--- config.mk ---
export PLATFORM = sky130hd
export DESIGN_NAME = tc1_responder
export DESIGN_NICKNAME = d
export VERILOG_FILES = /design/src/rtl/tc1_responder.sv
export SDC_FILE = /design/constraint.sdc
export NUM_CORES = 1
export LEC_CHECK = 0
export CORE_MARGIN = 2
export CORE_UTILIZATION = 51
export DETAILED_ROUTE_END_ITERATION = 8
export GPL_ROUTABILITY_DRIVEN = 0
export PLACE_DENSITY = 0.78
export SYNTH_ARGS = -nofsm -noshare
export SYNTH_HDL_FRONTEND = slang
export SYNTH_SLANG_ARGS = --single-unit
--- constraint.sdc ---
create_clock -name clk -period 2.5 [get_ports clk]
set_clock_uncertainty 0.05 [all_clocks]
set_input_delay 0.625 -clock clk [delete_from_list [all_inputs] [get_ports clk]]
set_output_delay 0.625 -clock clk [all_outputs]
set_load 0.01 [all_outputs]
--- src/rtl/tc1_responder.sv ---
// tc1_responder: SPI responder streaming a 32-bit thermocouple frame to the master
module tc1_responder #(
  parameter int SYNC_STAGES = 2
) (
  input  logic        clk,
  input  logic        rst,
  input  logic        SCLK,
  input  logic        CS,
  output logic        MISO,
  output logic        miso_oe,
  input  logic [13:0] temperature_termoc,
  input  logic [11:0] temperature_internal,
  input  logic [2:0]  status,
  output logic        frame_active,
  output logic        frame_done,
  output logic [5:0]  bit_cnt
);
  typedef enum logic [1:0] {IDLE, SHIFT, DONE} state_t;
  state_t state, state_n;
  logic [SYNC_STAGES-1:0] sclk_sync, cs_sync;
  logic sclk_q, cs_q, sclk_fall, cs_fall, cs_rise;
  logic [31:0] sreg, sreg_n, word;
  logic [5:0] cnt_n;
  logic miso_n, act_n, done_n;
  // Flops reset to 0 so a CS held low across reset release never looks like a falling edge
  always_ff @(posedge clk or posedge rst)
    if (rst) begin
      sclk_sync <= '0;
      cs_sync <= '0;
      sclk_q <= 1'b0;
      cs_q <= 1'b0;
    end else begin
      sclk_sync <= {sclk_sync[SYNC_STAGES-2:0], SCLK};
      cs_sync <= {cs_sync[SYNC_STAGES-2:0], CS};
      sclk_q <= sclk_sync[SYNC_STAGES-1];
      cs_q <= cs_sync[SYNC_STAGES-1];
    end
  assign sclk_fall = sclk_q & ~sclk_sync[SYNC_STAGES-1];
  assign cs_fall = cs_q & ~cs_sync[SYNC_STAGES-1];
  assign cs_rise = ~cs_q & cs_sync[SYNC_STAGES-1];
  assign word = {temperature_termoc, 1'b0, |status, temperature_internal, 1'b0, status};
  assign miso_oe = frame_active;
  always_ff @(posedge clk or posedge rst)
    if (rst) begin
      state <= IDLE;
      sreg <= '0;
      bit_cnt <= '0;
      MISO <= 1'b0;
      frame_active <= 1'b0;
      frame_done <= 1'b0;
    end else begin
      state <= state_n;
      sreg <= sreg_n;
      bit_cnt <= cnt_n;
      MISO <= miso_n;
      frame_active <= act_n;
      frame_done <= done_n;
    end
  always_comb begin
    state_n = state;
    sreg_n = sreg;
    cnt_n = bit_cnt;
    miso_n = MISO;
    act_n = frame_active;
    done_n = 1'b0;
    case (state)
      IDLE:
        if (cs_fall) begin
          state_n = SHIFT;
          sreg_n = word;
          cnt_n = '0;
          miso_n = word[31];
          act_n = 1'b1;
        end
      default:
        if (cs_rise) begin
          state_n = IDLE;
          miso_n = 1'b0;
          act_n = 1'b0;
          done_n = 1'b1;
        end else if (state == SHIFT && sclk_fall) begin
          sreg_n = {sreg[30:0], 1'b0};
          cnt_n = bit_cnt + 6'd1;
          miso_n = (bit_cnt == 6'd31) ? 1'b0 : sreg[30];
          state_n = (bit_cnt == 6'd31) ? DONE : SHIFT;
        end
    endcase
  end
endmodule

==> results.ini <==
[worst_hold_path]
hp-class=register to register
whs_path_depth=0

[setup_path]
crit_path_max_fanout=33
crit_path_start_kind=register
required_ns=2.63
arrival_ns=2.23
rr_worst_depth=5
end_kind=register
path_class=register to register

[synth]
ys_warn_count=0
async_reset_ff_frac=1.00
synth_seq_cells=48
syn_area_um2=2270
synth_common_cells=mux2_2, dfrtp_1, nor2_1, nand2_1, a21oi_1
synth.distinct_cells=38
yosysTopAreaCell=dfrtp_1
avgSynthCellArea_um2=13.3
synth-edff-count=0
synth_area_leaders=dfrtp_1, mux2_2, mux2_1, clkbuf_8, nor2_1
synthCells=171
synthMostInstantiatedCell=mux2_2
synth.net_count=205
ys_seq_area_frac=0.528
ys.flop_type=dfrtp_1
synth_top_area_share=0.528

[power_and_ir_drop]
finalPower_mw=2.26
power_per_cell_area_nw_per_um2=793
ir_drop_uv=384
p_leak_nw=1.17

[grt]
grt_pass1_vias=1492
grt_antenna_before_repair=0
grt_use_total=0.173
grt_start_max_net_pins=34
grt-ovfl-total=0
grt_pass1_wl_um=6790

[clock_network]
postCtsResizedCells=0
post_cts_buffers=0
cts_root_buffer=clkbuf_8
htreeDepth=2
clk_pin_slew_ns=0.08
cts_tree=yes
hold_buffers=0
cts_max_path_buffers=2
clk_latency_ns=0.30
cts.sinks=48
numCtsBuffers=5

[route]
drt-initial-drc-count=74
vias=1455
drt-pass1-iter-count=4
wl_met1_um=1730
wl_met3_um=175
wl_um=3990
drc=0
routed.top_layer=met4
postRouteAntennaNets=0
post_drt_wl_per_cell_um=15.0
wl_met2_um=1990
via_per_inst=5.47

[floorplan]
io-pin-count=43
die_area_um2=5010
dieHeight_um=70.8
core_area_um2=4320
die_width_um=70.8
initial_core_util=0.526
num_rows=24

[timing]
rsz0062_at_grt=no
fin_crit_sh=0.840
finalCriticalPeriod_ns=2.10
relSlewSlack=0.699
setup-tns-final_ns=0
fmax_mhz=476
tightest_slew_ns=0.451
setup_viol=0
slew_violations=0
hold_viol_final=0

[outcome]
status=complete, no violations

[placed_design]
portBuffers=42
place_hpwl_um=2840

[finish]
fin_nets=247
fillers=313
post-route-util=0.658
antenna_cells=0
synthToLayoutAreaGrowth_pct=25.2
layout-drive-gt1-share=0.332

[job]
maxCapViolations=0

## path summary, 6_finish.rpt
| kind | startpoint | endpoint | slack, ns |
|---|---|---|---|
| max | cs_q | sreg[8] | 0.40 |
| min | sclk_sync[0] | sclk_sync[1] | 0.30 |
| max reg2reg | cs_q | sreg[8] | 0.40 |
| min reg2reg | sclk_sync[0] | sclk_sync[1] | 0.30 |
| max in group asynchronous | rst | sreg[6] | 1.29 |
| min in group asynchronous | rst | sreg[19] | 0.61 |
## cell type report
class | instances | area (µm²) | area share
Multi-Input combinational cell | 109 | 988 | 0.347
Timing Repair Buffer | 45 | 468 | 0.164
Clock inverter | 2 | 35.0 | 0.0123
Inverter | 4 | 15.0 | 0.00528
Clock buffer | 6 | 72.6 | 0.0255
Tap cell | 52 | 65.1 | 0.0229
Sequential cell | 48 | 1200 | 0.422
## registers in the layout, summed over array words and instances, names as in the netlist
signal,flops
sclk_q,1
cs_sync,2
cs_q,1
frame_active,1
sclk_sync,2
sreg,31
bit_cnt,6
frame_done,1
MISO,1
state,2
## per-stage QoR
stage	area, µm²	hold WS [ns]	cells	setup WS [ns]
2_1_floorplan	2270	0.281	171	0.681
3_3_place_gp	2740	0.283	258	0.523
3_5_place_dp	2740	0.287	258	0.417
4_1_cts	2850	0.306	266	0.392
5_1_grt	2850	0.311	266	0.292
6_report	2850	0.302	266	0.401
## critical path: stages (launching register included)
cell and delay [ns]:
dfrtp_1 0.52, or3b_1 0.42, o21a_1 0.15, nor2_4 0.08, buf_4 0.37, mux2_2 0.39
## report_power, final
group          internal (mW)  total, mW  switching [mW]
combinational          0.381      0.569           0.188
clock                  0.297      0.539           0.243
sequential              1.01       1.15           0.136
## logic make-up (layout without fill, tap and decap cells)
logic type | Yosys count | in the layout | synth area share
multiplexers | 59 | 59 | 0.291
AO/OA/AOI/OAI | 17 | 17 | 0.0501
adder cells (fa/ha/maj) | 1 | 1 | 0.00550
AND/OR/NAND/NOR | 31 | 31 | 0.0809
buffers and inverters | 14 | 57 | 0.0402
flip-flops | 48 | 48 | 0.528
XOR/XNOR | 1 | 1 | 0.00385
## routing by layer
layer,track usage,vias up
met4,0.0860,0
met5,0,-
li1,-,689
met1,0.219,722
met2,0.280,35
met3,0.0385,9
## cell usage in the layout (no fill, tap or decap), types with 5 or more instances in the layout
cell type         n
clkbuf_8          5
clkdlybuf4s50_1  42
nand2_1           6
dfrtp_1          48
mux2_2           54
nor2_1            6
a21oi_1           5
Power figures use the tool's default switching activity.
